--- config.mk ---
export PLATFORM = sky130hd
export DESIGN_NAME = floating_point_delay_line
export DESIGN_NICKNAME = d
export VERILOG_FILES = /design/src/rtl/floating_point_delay_line.sv
export SDC_FILE = /design/constraint.sdc
export NUM_CORES = 1
export LEC_CHECK = 0
export ABC_AREA = 1
export CAP_MARGIN = 20
export CORE_ASPECT_RATIO = 1.75
export CORE_UTILIZATION = 25
export CTS_CLUSTER_SIZE = 12
export DETAILED_ROUTE_END_ITERATION = 10
export PLACE_DENSITY_LB_ADDON = 0.12
export SETUP_SLACK_MARGIN = 0.02
export SYNTH_ARGS = -nofsm -noshare
export SYNTH_HDL_FRONTEND = slang
export SYNTH_SLANG_ARGS = --single-unit
--- constraint.sdc ---
create_clock -name clk_i -period 1.8 [get_ports clk_i]
set_clock_uncertainty 0.15 [all_clocks]
set_input_delay 0.45 -clock clk_i [delete_from_list [all_inputs] [get_ports clk_i]]
set_output_delay 0.45 -clock clk_i [all_outputs]
set_load 0.005 [all_outputs]
--- src/rtl/floating_point_delay_line.sv ---
// ---------------------------------------------------------------------------
// floating_point_delay_line
//
// Latency-matching buffer for floating-point side streams. NUM_CHANNELS FP
// words travel together through LATENCY elastic register stages. Empty
// stages keep filling while the output is stalled, so upstream sees
// backpressure only when every stage holds a beat. Words are carried
// bit-exact. No field of the FP format is interpreted.
//
// Optional feature: define FP_DELAY_LINE_FLUSH_EN to add a synchronous
// flush_i port that discards every in-flight beat.
//
// Parameters:
//   EXP_WIDTH, FRAC_WIDTH  FP field widths (FP_WIDTH = 1+EXP+FRAC)
//   NUM_CHANNELS           FP words per beat
//   LATENCY                register stages (must be >= 1)
//
// Ports:
//   clk_i    in   clock, rising edge
//   rst_ni   in   asynchronous active-low reset
//   flush_i  in   synchronous flush (only with FP_DELAY_LINE_FLUSH_EN)
//   data_i   in   input beat, channel c at [c*FP_WIDTH +: FP_WIDTH]
//   valid_i  in   input beat valid
//   ready_o  out  input beat accepted this cycle when valid_i is high
//   data_o   out  output beat, same packing
//   valid_o  out  output beat valid
//   ready_i  in   downstream accepts the output beat
//   count_o  out  number of occupied stages (0..LATENCY)
// ---------------------------------------------------------------------------
module floating_point_delay_line #(
    parameter int  EXP_WIDTH    = 8,
    parameter int  FRAC_WIDTH   = 23,
    parameter int  NUM_CHANNELS = 1,
    parameter int  LATENCY      = 2,
    localparam int FP_WIDTH     = 1 + EXP_WIDTH + FRAC_WIDTH,
    localparam int CNT_WIDTH    = $clog2(LATENCY + 1)
) (
    input  logic                             clk_i,
    input  logic                             rst_ni,
`ifdef FP_DELAY_LINE_FLUSH_EN
    input  logic                             flush_i,
`endif
    input  logic [NUM_CHANNELS*FP_WIDTH-1:0] data_i,
    input  logic                             valid_i,
    output logic                             ready_o,
    output logic [NUM_CHANNELS*FP_WIDTH-1:0] data_o,
    output logic                             valid_o,
    input  logic                             ready_i,
    output logic [CNT_WIDTH-1:0]             count_o
);

    localparam int DATA_WIDTH = NUM_CHANNELS * FP_WIDTH;

    if (LATENCY < 1) begin : g_latency_check
        $error("floating_point_delay_line: LATENCY must be >= 1");
    end

    logic [DATA_WIDTH-1:0] r_data_q [LATENCY];
    logic [LATENCY-1:0]    r_valid_q;
    logic [LATENCY-1:0]    w_en;
    logic [CNT_WIDTH-1:0]  w_count;
    logic                  w_flush;

`ifdef FP_DELAY_LINE_FLUSH_EN
    assign w_flush = flush_i;
`else
    assign w_flush = 1'b0;
`endif

    // Stage k may advance when the output is being taken, or when any stage
    // from k to the output is empty (that hole absorbs the shift). The
    // running OR walks from the output stage back toward the input stage.
    always_comb begin
        logic v_open;
        // NOTE: every variable written here gets a default first, so no path leaves it unassigned and no latch is inferred.
        v_open = ready_i;
        w_en   = '0;
        for (int k = LATENCY - 1; k >= 0; k--) begin
            v_open  = v_open | ~r_valid_q[k];
            w_en[k] = v_open;
        end
    end

    // Valid bits are the only state that needs a reset. Flush overrides any
    // advance and empties the whole pipe in one edge.
    always_ff @(posedge clk_i or negedge rst_ni) begin
        if (!rst_ni) begin
            r_valid_q <= '0;
        end else if (w_flush) begin
            r_valid_q <= '0;
        end else begin
            // NOTE: non-blocking assignments let every stage sample the pre-edge value of its neighbour.
            if (w_en[0]) r_valid_q[0] <= valid_i;
            for (int k = 1; k < LATENCY; k++) begin
                if (w_en[k]) r_valid_q[k] <= r_valid_q[k-1];
            end
        end
    end

    // NOTE: the data stages are not reset; their contents are qualified by r_valid_q, so this stays plain enable-flops.
    always_ff @(posedge clk_i) begin
        if (!w_flush) begin
            if (w_en[0]) r_data_q[0] <= data_i;
            for (int k = 1; k < LATENCY; k++) begin
                if (w_en[k]) r_data_q[k] <= r_data_q[k-1];
            end
        end
    end

    always_comb begin
        w_count = '0;
        for (int k = 0; k < LATENCY; k++) begin
            w_count = w_count + CNT_WIDTH'(r_valid_q[k]);
        end
    end

    // During a flush the incoming beat is taken and dropped, so the
    // upstream side sees ready even if the pipe was full.
    assign ready_o = (w_en[0] | w_flush) & rst_ni;
    assign data_o  = r_data_q[LATENCY-1];
    assign valid_o = r_valid_q[LATENCY-1];
    assign count_o = w_count;

endmodule

==> results.json, run 1 <==
{
  "fmax_mhz": 564,
  "ant_nets": 0,
  "setup_slack_ns": 0.0267,
  "ys_async_sr_fraction_pct": 3.03,
  "tns_ns": 0,
  "grt_max_degree": 34,
  "antenna_cells_inserted": 0,
  "slew_headroom_pct": 70.5,
  "grt_overflow": 0,
  "hp-class": "reg -> reg",
  "antenna_found_initial": 0,
  "rsz0062_at_grt": "true",
  "power_mw": 3.68,
  "outcome": "complete, no violations",
  "port_buffers": 71,
  "htree_levels": 3,
  "synth_fp_nets": 145,
  "dp.cells": 267,
  "synth.largest_area_cell": "edfxtp_1",
  "path_class": "reg -> out",
  "core_sq_um": 8730,
  "yosysUniqueCellTypes": 7,
  "crit_path_end_kind": "output port",
  "hold_slack_ns": 0.261,
  "final_layout_size_suffix_gt1_share_pct": 14.8,
  "firstDrtPassIters": 4,
  "drc": 0,
  "first_global_vias": 1146,
  "cts_buffers": 9,
  "rows": 45,
  "fin_nets": 202,
  "synthToLayoutAreaGrowth_pct": 43.6,
  "clk_latency_ns": 0.32,
  "drtIter0Drc": 69,
  "cp.required_ns": 1.20,
  "path_max_fanout": 2,
  "syn-instance-count": 108,
  "finalCriticalPeriod_ns": 1.77,
  "netlist_area_sq_um": 2260,
  "endpoint": "count_o[0]",
  "reg2regPathDepth": 3,
  "cts_tree": "yes",
  "grt_pass1_wl_um": 5580,
  "clk_pin_slew_ns": 0.05,
  "ys_seq_area_share_pct": 87.1,
  "synth-edff-count": 64,
  "arrival_ns": 1.17,
  "io_pins": 72,
  "synth_common_cells": "64 x edfxtp_1, 32 x buf_4, 4 x inv_1, 4 x nand2_1, 2 x dfrtp_1",
  "yosysTopAreaCellShare_pct": 84.9,
  "die_w_um": 73.9,
  "die_area_sq_um": 9460,
  "wl_per_cell_um": 13.3,
  "synth_most_common_cell": "edfxtp_1",
  "avgSynthCellArea_sq_um": 21.0,
  "power_density_nw_per_um2": 1130,
  "vias_per_cell": 3.56,
  "rr_startpoint": "r_valid_q[0]",
  "setup_viol": 0,
  "cts_buffer_depth": 2,
  "finalHoldViolations": 0,
  "synth-seq-cells": 66,
  "timing.rr.end": "r_data_q[0][18]",
  "worstSetupStartpoint": "r_valid_q[1]",
  "routed_wl_um": 3810,
  "ys_warn_count": 0,
  "start_util_pct": 25.9,
  "reg2reg_setup_slack_ns": 0.28,
  "cts-root-buf": "clkbuf_16",
  "start_kind": "flip-flop",
  "die-height_um": 128,
  "gp_congestion": 0.665,
  "min_period_over_period_pct": 98.5,
  "hpwl_um": 2440,
  "clock_sinks": 66,
  "vias": 1017,
  "max-cap-violations": 0,
  "netlist_top_cells_area": "edfxtp_1 85%, buf_4 11%, dfrtp_1 2.2%, inv_1 0.66%, nand2_1 0.66%",
  "instances_no_fill": 286,
  "ir_worst_vdd_uv": 458,
  "worstMarginPinSlew_ns": 0.443,
  "power.leakage_nw": 1.30,
  "place_ws_ns": -0.437,
  "synthFlopType": "edfxtp_1",
  "grtUsageTotal_pct": 8.89,
  "slew_violations": 0
}
## where the power goes
part,switching (mW),total (mW),internal (mW)
logic,0.108,0.302,0.194
registers,0.0331,1.88,1.85
clock network,0.585,1.50,0.913
total,0.726,3.68,2.95
## cell usage in the layout (no fill, tap or decap)
cell             count
nand3_4              1
edfxtp_1            64
inv_2                1
clkdlybuf4s50_1     48
inv_1                3
ha_4                 1
dlygate4sd3_1        1
clkbuf_1             2
clkbuf_16            9
dfrtp_1              2
clkbuf_2             1
dlymetal6s2s_1      15
dlygate4sd2_1        5
clkinv_2             4
buf_2                1
buf_4                3
buf_6                3
nand2_1              4
buf_12               1
## critical path, cell delays in order, from the launching register on
cell and delay [ns]:
dfrtp_1 0.38, buf_6 0.13, ha_4 0.23, buf_6 0.11
## cell families after synthesis
group,after synthesis,share of synthesized area (%)
adder cells (fa/ha/maj),1,0.552
buffers and inverters,36,11.3
flip-flops,66,87.1
AND/OR/NAND/NOR,5,1.10
## flip-flops by register name, summed over array words and instances, names as in the netlist
| register | flops |
|---|---|
| r_valid_q | 2 |
| r_data_q | 64 |
## worst min-delay path by stage
stage | from | to | slack [ns] | depth (start not counted)
after floorplan | rst_ni | r_valid_q[0] | 0.004 | 0
after global placement | r_data_q[0][0] | r_data_q[0][32] | 0.25 | 0
after detailed placement | r_data_q[0][18] | r_data_q[0][50] | 0.25 | 0
after CTS | r_data_q[0][18] | r_data_q[0][50] | 0.27 | 0
after global routing | r_data_q[0][11] | r_data_q[0][43] | 0.27 | 0
final | r_data_q[0][18] | r_data_q[0][50] | 0.26 | 0
## per-layer routing
| metal | share of wire, % | global-route usage (%) | routed length [um] | up-vias |
|---|---|---|---|---|
| li1 | - | - | - | 472 |
| met1 | 34 | 8.53 | 1310 | 492 |
| met2 | 55 | 14.2 | 2110 | 44 |
| met3 | 6.3 | 3.38 | 240 | 9 |
| met4 | 3.7 | 8.14 | 142 | 0 |
| met5 | 0 | 0 | 0 | - |
## area by class of cell
type	instances	area (sq um)
Clock buffer	11	233
Sequential cell	66	1970
Clock inverter	4	20.0
Inverter	4	15.0
Tap cell	117	146
Timing Repair Buffer	78	808
Multi-Input combinational cell	6	57.6
Fill cell	829	5480
## metrics by stage
stage	utilization [%]	area, sq um
2_1_floorplan	-	2270
3_3_place_gp	33.5	2920
3_5_place_dp	33.5	2920
5_1_grt	37.3	3250
4_1_cts	36.7	3200
6_report	37.3	3250
## repair_timing
| action | in CTS | in global routing |
|---|---|---|
| resized for setup | 15 | 21 |
| setup buffers | 3 | 0 |
| hold endpoints to repair | 2 | 0 |
| hold buffers | 1 | 0 |
| pin swaps | 1 | 2 |
| cloned | 0 | 0 |
| setup endpoints to repair | 6 | 18 |
Note: power is estimated with default switching activity, not from simulation.
==> inputs of run 2 (changes only) <==
Settings changed: CAP_MARGIN 20 to 10.
==> results of run 2 <==
The final DEF is identical to that of run 1; final timing and power are the same.
==> inputs of run 3 (changes only) <==
Settings changed: CORE_MARGIN set to 2.
==> run 3 against run 2 <==
Net effect:
- power is 3.1% higher
- combinational power fell by 2%
- largest cell class unchanged
- sequential cell count did not move
- highest routed layer unchanged
- fmax is 1.5% higher
- critical path depth decreased by 2
- critical endpoint is now data_o[5]
==> results.json, run 3 (same netlist as run 1, synthesis figures left out) <==
{
  "clock_sinks": 66,
  "port_buffers": 71,
  "start_util_pct": 25.4,
  "die_w_um": 75.9,
  "synthToLayoutAreaGrowth_pct": 44.4,
  "rsz0062_at_grt": "false",
  "worst-path-buf-inv": 1,
  "drtIter0Drc": 90,
  "reg2reg_setup_slack_ns": 0.29,
  "cts_tree": "yes",
  "hp-class": "reg -> reg",
  "clk_latency_ns": 0.32,
  "path_class": "reg -> out",
  "slew_violations": 0,
  "crit_chain": "clkdlybuf4s50_1",
  "drc": 0,
  "rr_startpoint": "r_valid_q[1]",
  "grtUsageTotal_pct": 7.69,
  "finalHoldViolations": 0,
  "io_pins": 72,
  "final_area_sq_um": 3270,
  "clk_pin_slew_ns": 0.05,
  "vias": 1010,
  "worstMarginPinSlew_ns": 0.443,
  "hpwl_um": 2460,
  "antenna_cells_inserted": 0,
  "slew_headroom_pct": 70.4,
  "finalCriticalPeriod_ns": 1.75,
  "final_layout_size_suffix_gt1_share_pct": 13.5,
  "outcome": "complete, no violations",
  "arrival_ns": 1.15,
  "cts-root-buf": "clkbuf_16",
  "die_area_sq_um": 9870,
  "max-cap-violations": 0,
  "critPathMaxStageDelay_ns": 0.50,
  "antenna_found_initial": 0,
  "ir_worst_vdd_uv": 494,
  "first_global_vias": 1075,
  "power_density_nw_per_um2": 1160,
  "cts_buffer_depth": 2,
  "grt_max_degree": 34,
  "hold_slack_ns": 0.264,
  "ant_nets": 0,
  "tns_ns": 0,
  "fmax_mhz": 573,
  "cts_buffers": 9,
  "die-height_um": 130,
  "cp.required_ns": 1.20,
  "min_period_over_period_pct": 97.0,
  "vias_per_cell": 3.48,
  "firstDrtPassIters": 2,
  "placed_area_sq_um": 2930,
  "crit_path_end_kind": "output port",
  "start_kind": "flip-flop",
  "final_cell_mix": "64 x edfxtp_1, 51 x clkdlybuf4s50_1, 14 x dlymetal6s2s_1, 9 x clkbuf_16",
  "power.leakage_nw": 1.30,
  "cpMaxStageDelayCell": "clkdlybuf4s50_1",
  "htree_levels": 3,
  "regMostFlops": "r_data_q",
  "path_max_fanout": 1,
  "fin_nets": 202,
  "routed_wl_um": 3660,
  "largest_reg_flops": 64,
  "power_mw": 3.79,
  "mostFrequentLayoutCell": "edfxtp_1",
  "setup_viol": 0,
  "largestRegisters": "r_data_q x64, r_valid_q x2",
  "hp-start": "r_data_q[0][7]",
  "path_delay_family": "buffers and inverters",
  "worstSetupStartpoint": "r_data_q[0][37]",
  "grt_overflow": 0,
  "grt_pass1_wl_um": 5310,
  "post-route-util_pct": 36.7,
  "fillers": 855,
  "rows": 46,
  "gp_congestion": 0.640,
  "core_sq_um": 8920,
  "wl_per_cell_um": 12.6
}
## run 3: changes by cell type in the layout (fill, tap and decap cells not counted), moves of 2 or more
cell	before	now
clkdlybuf4s50_1	48	51
dlygate4sd2_1	5	3
clkinv_2	4	2
clkbuf_1	2	4
## run 3: layout make-up
type	count	area [sq um]	area share [%]
Sequential cell	66	1970	60.3
Timing Repair Buffer	78	807	24.7
Clock buffer	13	240	7.35
Tap cell	120	150	4.59
Multi-Input combinational cell	6	45.0	1.38
Clock inverter	3	40.0	1.22
Inverter	4	15.0	0.459
## run 3: routing by layer
| layer | vias to the layer above | global-route usage (%) | wire [um] |
|---|---|---|---|
| li1 | 472 | - | - |
| met5 | - | 0 | 0 |
| met3 | 7 | 3.18 | 244 |
| met1 | 487 | 6.00 | 1140 |
| met4 | 0 | 6.74 | 98 |
| met2 | 44 | 14.3 | 2170 |
## run 3: metrics by stage
step           setup slack, ns  instances
2_1_floorplan           0.0322        108
3_3_place_gp            -0.401        270
3_5_place_dp            -0.441        270
4_1_cts                -0.0589        289
5_1_grt                 0.0204        290
6_report                0.0533        290
## run 3: power by group
group	internal (mW)	switching [mW]
Combinational	0.190	0.107
Clock	1.07	0.551
Sequential	1.85	0.0309
Total	3.10	0.689
## run 3: worst paths after layout
path / cells after the start / endpoint
max: 1 / data_o[5]
min: 0 / r_data_q[0][39]
max reg2reg: 3 / r_data_q[0][16]
min reg2reg: 0 / r_data_q[0][39]
max in group asynchronous: 3 / r_valid_q[1]
min in group asynchronous: 3 / r_valid_q[0]
## run 3: repair_timing
item / CTS / global route
resized for setup: 11 / 18
endpoints found under the setup margin: 5 / 15
buffers inserted: 3 / 0
endpoints found under the hold margin: 0 / 2
hold buffers: 0 / 1
## run 3: worst reg2reg max path, cell delays in order (launching register included)
cell and delay (ns):
dfrtp_2 0.41, buf_6 0.13, nand3_4 0.06, buf_4 0.40
